<file path="src/rtl/cpu_isa_pkg.sv">
// Shared ISA definitions for the instruction encoder and the control decoder.
// Contents: opcode constants, error codes, 8-bit immediate range limits,
// the encoder state type and an immediate range helper.
package cpu_isa_pkg;

  localparam logic [3:0] OP_HALT = 4'h0;
  localparam logic [3:0] OP_AND  = 4'h1;
  localparam logic [3:0] OP_OR   = 4'h2;
  localparam logic [3:0] OP_ADD  = 4'h3;
  localparam logic [3:0] OP_SUB  = 4'h4;
  localparam logic [3:0] OP_ADDI = 4'h5;
  localparam logic [3:0] OP_COMP = 4'h6;
  localparam logic [3:0] OP_COPY = 4'h7;
  localparam logic [3:0] OP_CPYC = 4'h8;
  localparam logic [3:0] OP_LOAD = 4'h9;
  localparam logic [3:0] OP_STOR = 4'hA;
  localparam logic [3:0] OP_PUSH = 4'hB;
  localparam logic [3:0] OP_POP  = 4'hC;
  localparam logic [3:0] OP_JMPL = 4'hD;
  localparam logic [3:0] OP_JMPE = 4'hE;
  localparam logic [3:0] OP_JUMP = 4'hF;

  localparam logic [1:0] ERR_NONE      = 2'd0;
  localparam logic [1:0] ERR_IMM_RANGE = 2'd1;
  localparam logic [1:0] ERR_OVERFLOW  = 2'd2;

  localparam int IMM8_MIN = -128;
  localparam int IMM8_MAX = 127;

  typedef enum logic [2:0] {
    S_IDLE,
    S_RUN,
    S_WRITE,
    S_DONE,
    S_ERROR
  } enc_state_t;

  // True when the 10-bit signed immediate fits the 8-bit field.
  function automatic logic imm_fits8(input logic [9:0] imm);
    int v;
    v = int'($signed(imm));
    return (v >= IMM8_MIN) && (v <= IMM8_MAX);
  endfunction

endpackage

</file>
<file path="src/rtl/instr_pack.sv">
// instr_pack: combinational field packer.
// Inputs : i_opcode, i_rd, i_rx, i_ry, i_imm (10b), i_immmode
// Outputs: o_word = {opcode, payload[11:0]}, o_legal (0 when an addi/cpyc
//          immediate does not fit in 8 signed bits)
module instr_pack
  import cpu_isa_pkg::*;
(
  input  logic [3:0]  i_opcode,
  input  logic [3:0]  i_rd,
  input  logic [3:0]  i_rx,
  input  logic [3:0]  i_ry,
  input  logic [9:0]  i_imm,
  input  logic        i_immmode,
  output logic [15:0] o_word,
  output logic        o_legal
);

  logic [11:0] w_payload;

  always_comb begin
    w_payload = '0;
    o_legal   = 1'b1;
    case (i_opcode)
      OP_AND, OP_OR, OP_ADD, OP_SUB:      w_payload = {i_rd, i_rx, i_ry};
      OP_ADDI, OP_CPYC: begin
        w_payload = {i_imm[7:0], i_rd};
        o_legal   = imm_fits8(i_imm);
      end
      OP_COMP, OP_COPY, OP_LOAD, OP_STOR: w_payload = {4'h0, i_rx, i_ry};
      OP_PUSH:                            w_payload = {8'h00, i_ry};
      OP_POP:                             w_payload = {8'h00, i_rd};
      // Immediate jumps carry a marker bit 11 so the decoder can tell them apart.
      OP_JMPL, OP_JMPE, OP_JUMP:
        w_payload = i_immmode ? {2'b10, i_imm} : {8'h00, i_ry};
      OP_HALT:                            w_payload = '0;
      default:                            w_payload = '0;
    endcase
  end

  assign o_word = {i_opcode, w_payload};

endmodule

</file>
<file path="src/rtl/instr_encoder.sv">
// instr_encoder: accepts field-level instructions over valid/ready, packs
// them and writes them to instruction memory at sequential addresses.
// Ports: clk, rst_n (async active-low); start/abort/base_addr session control;
//        in_valid/in_ready + in_* instruction fields; mem_we/mem_addr/mem_wdata
//        memory write port; busy/done/err/err_code/word_count status.
// Optional: `define INSTR_ENCODER_CHECKSUM_EN adds checksum[15:0], the running
//           XOR of every word written in the current session.
module instr_encoder
  import cpu_isa_pkg::*;
#(
  parameter int ADDR_W = 10,
  parameter int WORD_W = 16
) (
  input  logic              clk,
  input  logic              rst_n,
  input  logic              start,
  input  logic              abort,
  input  logic [ADDR_W-1:0] base_addr,
  input  logic              in_valid,
  output logic              in_ready,
  input  logic [3:0]        in_opcode,
  input  logic [3:0]        in_rd,
  input  logic [3:0]        in_rx,
  input  logic [3:0]        in_ry,
  input  logic [9:0]        in_imm,
  input  logic              in_immmode,
  output logic              mem_we,
  output logic [ADDR_W-1:0] mem_addr,
  output logic [WORD_W-1:0] mem_wdata,
  output logic              busy,
  output logic              done,
  output logic              err,
  output logic [1:0]        err_code,
  output logic [ADDR_W:0]   word_count
`ifdef INSTR_ENCODER_CHECKSUM_EN
  ,
  output logic [15:0]       checksum
`endif
);

  if (WORD_W != 16) begin : g_word_w_check
    $error("instr_encoder: WORD_W must be 16");
  end

  enc_state_t        r_state;
  logic [ADDR_W-1:0] r_addr;
  logic [15:0]       r_word;
  logic [1:0]        r_err_code;
  logic [ADDR_W:0]   r_word_count;
  logic [15:0]       w_word;
  logic              w_legal;
`ifdef INSTR_ENCODER_CHECKSUM_EN
  logic [15:0]       r_checksum;
`endif

  instr_pack u_pack (
    .i_opcode (in_opcode),
    .i_rd     (in_rd),
    .i_rx     (in_rx),
    .i_ry     (in_ry),
    .i_imm    (in_imm),
    .i_immmode(in_immmode),
    .o_word   (w_word),
    .o_legal  (w_legal)
  );

  always_ff @(posedge clk or negedge rst_n) begin
    if (!rst_n) begin
      r_state      <= S_IDLE;
      r_addr       <= '0;
      r_word       <= '0;
      r_err_code   <= ERR_NONE;
      r_word_count <= '0;
`ifdef INSTR_ENCODER_CHECKSUM_EN
      r_checksum   <= '0;
`endif
    end else if (abort) begin
      r_state    <= S_IDLE;
      r_err_code <= ERR_NONE;
`ifdef INSTR_ENCODER_CHECKSUM_EN
      r_checksum <= '0;
`endif
    end else begin
      case (r_state)
        S_IDLE, S_DONE, S_ERROR: begin
          if (start) begin
            r_state      <= S_RUN;
            r_addr       <= base_addr;
            r_word_count <= '0;
            r_err_code   <= ERR_NONE;
`ifdef INSTR_ENCODER_CHECKSUM_EN
            r_checksum   <= '0;
`endif
          end
        end
        S_RUN: begin
          if (in_valid) begin
            if (w_legal) begin
              r_word  <= w_word;
              r_state <= S_WRITE;
            end else begin
              r_err_code <= ERR_IMM_RANGE;
              r_state    <= S_ERROR;
            end
          end
        end
        S_WRITE: begin
          r_word_count <= r_word_count + (ADDR_W+1)'(1);
`ifdef INSTR_ENCODER_CHECKSUM_EN
          r_checksum   <= r_checksum ^ r_word;
`endif
          // The opcode nibble of the stored word identifies a halt.
          if (r_word[15:12] == OP_HALT) begin
            r_state <= S_DONE;
          end else if (r_addr == '1) begin
            r_err_code <= ERR_OVERFLOW;
            r_state    <= S_ERROR;
          end else begin
            r_addr  <= r_addr + ADDR_W'(1);
            r_state <= S_RUN;
          end
        end
        default: r_state <= S_IDLE;
      endcase
    end
  end

  assign in_ready   = (r_state == S_RUN);
  // abort suppresses the pending write in the same cycle.
  assign mem_we     = (r_state == S_WRITE) && !abort;
  assign mem_addr   = r_addr;
  assign mem_wdata  = r_word;
  assign busy       = (r_state == S_RUN) || (r_state == S_WRITE);
  assign done       = (r_state == S_DONE);
  assign err        = (r_state == S_ERROR);
  assign err_code   = r_err_code;
  assign word_count = r_word_count;
`ifdef INSTR_ENCODER_CHECKSUM_EN
  assign checksum   = r_checksum;
`endif

endmodule

</file>
<file path="config.mk">
export PLATFORM = sky130hd
export DESIGN_NAME = instr_encoder
export DESIGN_NICKNAME = d
export VERILOG_FILES = /design/src/rtl/cpu_isa_pkg.sv /design/src/rtl/instr_pack.sv /design/src/rtl/instr_encoder.sv
export SDC_FILE = /design/constraint.sdc
export NUM_CORES = 1
export LEC_CHECK = 0
export ABC_AREA = 1
export CAP_MARGIN = 30
export CELL_PAD_IN_SITES_DETAIL_PLACEMENT = 1
export CELL_PAD_IN_SITES_GLOBAL_PLACEMENT = 2
export CORE_UTILIZATION = 22
export CTS_BUF_LIST = sky130_fd_sc_hd__clkbuf_8 sky130_fd_sc_hd__clkbuf_16
export DETAILED_ROUTE_END_ITERATION = 16
export PLACE_DENSITY_LB_ADDON = 0.1
export SKIP_LAST_GASP = 1
export SLEW_MARGIN = 20
export SYNTH_ARGS = -nofsm -noshare
export SYNTH_HDL_FRONTEND = slang
export SYNTH_SLANG_ARGS = --single-unit
</file>
<file path="constraint.sdc">
create_clock -name clk -period 1.42 [get_ports clk]
set_input_delay 0.355 -clock clk [delete_from_list [all_inputs] [get_ports clk]]
set_output_delay 0.355 -clock clk [all_outputs]
set_load 0.02 [all_outputs]
</file>
==> tab_implementation.tex <==
\begin{tabular}{lr}
\hline
Metric & Value \\
\hline
\multicolumn{2}{l}{\textbf{Status}} \\
Run status & complete, but fails checks \\
Failing checks & negative setup slack \\
\multicolumn{2}{l}{\textbf{Die}} \\
Number of top-level design ports & 86 \\
Core region area & approximately 12000 sq um \\
Die area & roughly 13000 sq um \\
Standard-cell row count & 40 \\
Initial standard-cell utilization of the core & a little under a quarter \\
Die Span X & roughly 110 microns \\
Die boundary height & around 110 microns \\
\multicolumn{2}{l}{\textbf{STA}} \\
Transition time at the pin with the least slew margin & 0.333 ns \\
Setup violation total in the final timing report & 47 \\
Period utilization & 116\% \\
Layout Skew & between 0.002 and 0.003 ns \\
Minimum clock period & between 1.5 and 2 ns \\
Final count of hold timing violations & 0 \\
Worst slew margin relative to its limit & just under 80\% \\
Timing-limited maximum frequency & slightly above 600 MHz \\
Worst-case hold slack & 0.0383 ns \\
Setup repair after global routing missed its margin & true \\
Number of pins with negative max-slew slack in the final report & 0 \\
Worst Setup Slack, final & -0.222 ns \\
\multicolumn{2}{l}{\textbf{Synth}} \\
Total standard cell area after synthesis & 2750 sq um \\
Compound-Gate Fraction of Synth Area & under 10\% \\
Most used flip-flop cell after synthesis & dfrtp\_1 \\
Fraction of the mapped netlist area in simple logic gates & between 40\% and 50\% \\
Number of distinct library cells after synthesis & 29 \\
Syn Nets & 466 \\
Post-synthesis register bit count & 42 \\
Number of warnings printed during yosys synthesis & 0 \\
Share of synthesized area occupied by flip-flops and latches & 38.2\% \\
Multiplexer share of the synthesized area & 0\% \\
Main combinational cell family by area after synthesis & simple AND/OR/NAND/NOR gates \\
Number of standard cells after synthesis & approximately 420 \\
Synth Area in Adders & 0.910\% \\
XOR/XNOR share of the synthesized area & less than 1\% \\
Post-synth EDFFs & 0 \\
Async set-or-reset flop fraction in the synthesized netlist & between 90\% and 100\% \\
Syn Area/Cell & $\sim$6.5 sq um \\
\multicolumn{2}{l}{\textbf{Critical path}} \\
Endpoint kind of the worst setup timing path & flop \\
Worst Setup Start Kind & flop \\
CP peak stage delay & $\sim$0.37 ns \\
Worst path buffer plus inverter count & 5 \\
Number of cells on the worst reg-to-reg path & 11 \\
Worst path cell trace & inv\_2 > buf\_6 > buf\_6 > nand3\_4 > buf\_6 > nand2\_8 > a21oi\_4 > nand3\_4 > buf\_8 > nand2\_2 > nand2\_1 \\
Most common cell type on the critical path & buf\_6 \\
Maximum fanout along the worst path & 7 \\
Total number of cells along the worst setup path & 11 \\
Required @ worst endpoint & about 1.6 ns \\
Crit path launch & r\_state[2] \\
Crit path max-delay family & buffers and inverters \\
Worst r2r src & r\_state[2] \\
Slowest stage cell on the critical path & dfrtp\_1 \\
Slack of the worst reg-to-reg path & -0.22 ns \\
Class of the most critical setup path & flop to flop \\
Signal arrival time at the worst endpoint & approximately 1.8 ns \\
\multicolumn{2}{l}{\textbf{Routing}} \\
Wire length after detailed routing & 10200 microns \\
Vias post-DR & around 3300 \\
Per-cell via count in the routed design & between 4 and 5 \\
Detailed Routing Iterations Pass 1 & 4 \\
Post-route ant nets & 0 \\
Number of DRC markers after the initial detailed-route iteration & roughly 70 \\
Routed length per placed instance & approximately 13 microns \\
Post-route DRC & 0 \\
\multicolumn{2}{l}{\textbf{Clocking}} \\
CTS tree & built \\
Maximum root-to-sink buffer count & 2 \\
Htree depth & 2 \\
Clock latency on the worst-skew pair & around 0.28 ns \\
CTS Root Buffer Type & clkbuf\_16 \\
Number of buffers created by CTS & 5 \\
TritonCTS Sinks & between 40 and 50 \\
Clock slew at the register clock pins of the worst setup and hold paths & 0.06 ns \\
Hold buffer count at CTS & 0 \\
\multicolumn{2}{l}{\textbf{Power and ir drop}} \\
Worst vdd rail ir drop & approximately 0.55 mV \\
Total leakage power & 0.00253 uW \\
Power density relative to cell area & $\sim$1500 nW/um\^{}2 \\
Total Power & between 7000 and 8000 uW \\
\multicolumn{2}{l}{\textbf{Finish}} \\
Final standard cell area without fillers & around 4800 sq um \\
Commonest non-fill, non-tap cell in the layout & nand2\_1 \\
Utilization of the core after routing & approximately 40\% \\
Ratio of cells with drive above 1 in the final layout & between 20 and 30\% \\
Commonest non-fill, non-tap cells in the layout & nand2\_1, buf\_4, dlygate4sd2\_1, dfrtp\_1, inv\_1 \\
Diodes inserted & 0 \\
Number of nets in the finished design & 637 \\
Layout overhead on the synthesized area & 76.1\% \\
\multicolumn{2}{l}{\textbf{Global route}} \\
Most heavily used metal layer in global routing & met2 \\
Overflow left after global routing & 0 \\
GR Layer Usage met3 & 2.55\% \\
Vias in the first global route & between 3000 and 4000 \\
Global routing usage on met1 & 19.6\% \\
Pin count of the biggest net entering global routing & 43 \\
Total routing resource utilization after global routing & 16.5\% \\
Global-route wire length before repair & 17000 microns \\
Antenna violations before repair & 0 \\
Met2 layer usage reported by global route & 30.7\% \\
\multicolumn{2}{l}{\textbf{Placed design}} \\
RePlAce Congestion & approximately 0.83 \\
Count of port buffers added during placement & 85 \\
HPWL after detailed placement & around 7700 microns \\
Placed Instance Area & between 4000 and 5000 sq um \\
Placement Setup Slack & -0.593 ns \\
\multicolumn{2}{l}{\textbf{Job}} \\
MaxCap Viol Count & 0 \\
\multicolumn{2}{l}{\textbf{Hold path}} \\
Type of the tightest min-delay check & input port to asynchronous set/reset pin \\
\hline
\end{tabular}
flip-flops by register name, indices dropped and copies added (netlist names):
register	flops
word_count	11
r_state	3
mem_wdata	16
err_code	2
mem_addr	10
per-layer routing:
layer  wire (microns)  part of all wire [%]  up-vias
met5                0                     0        -
met4              131                   1.3        0
met3              403                   4.0        8
met2             5160                    51       68
met1             4480                    44     1509
li1                 -                     -     1687
synth_stat cells, types with 2 or more instances:
master / instances / area share, %
nand3_1: 39 / 7.1
nor3b_1: 2 / 0.55
inv_1: 40 / 5.5
o21ai_0: 23 / 4.2
nand2_2: 3 / 0.68
nand3_2: 2 / 0.73
o21bai_1: 4 / 1.1
nand2_1: 190 / 26
buf_6: 3 / 1.2
or2_2: 2 / 0.46
buf_4: 2 / 0.55
a21oi_1: 11 / 2.0
nor3_1: 2 / 0.36
nor2_1: 29 / 4.0
buf_2: 2 / 0.36
nand4_1: 11 / 2.5
inv_2: 3 / 0.41
dfrtp_1: 42 / 38
ha_1: 2 / 0.91
where the power goes:
part	internal, uW	switching [uW]
sequential	1590	340
clock	797	480
combinational	1780	2150
final timing paths:
kind,end
setup / recovery,mem_addr[1]
hold / removal,mem_addr[3]
setup reg to reg,mem_addr[1]
hold reg to reg,err_code[1]
max in group asynchronous,r_state[0]
min in group clk,err_code[1]
kinds of logic after synthesis:
| group | count (synthesis) |
|---|---|
| compound gates | 42 |
| xor+xnor | 1 |
| fa+ha+maj | 2 |
| buf+inv | 51 |
| flops | 42 |
| simple gates | 284 |
what timing repair did:
item / CTS / global route
hold endpoints to repair: 0 / 0
gates resized for setup: 122 / 45
endpoints found under the setup margin: 86 / 51
pin swaps: 6 / 12
gates cloned: 2 / 1
setup buffers: 8 / 4
through the flow:
step,setup TNS (ns),instances
floorplan,0,422
global placement,-19.46,739
detailed placement,-21.57,739
CTS,-5.74,757
global route,-10.56,762
finish,-6.45,762
area by class of cell:
type | count | area (sq um)
repair inverters | 1 | 7.51
inverters | 44 | 174
well taps | 168 | 210
multi-input cells | 329 | 1700
fillers | 1548 | 7270
repair buffers | 170 | 1520
flip-flops and latches | 42 | 1060
clock buffers | 8 | 166
Power figures use the tool's default switching activity.
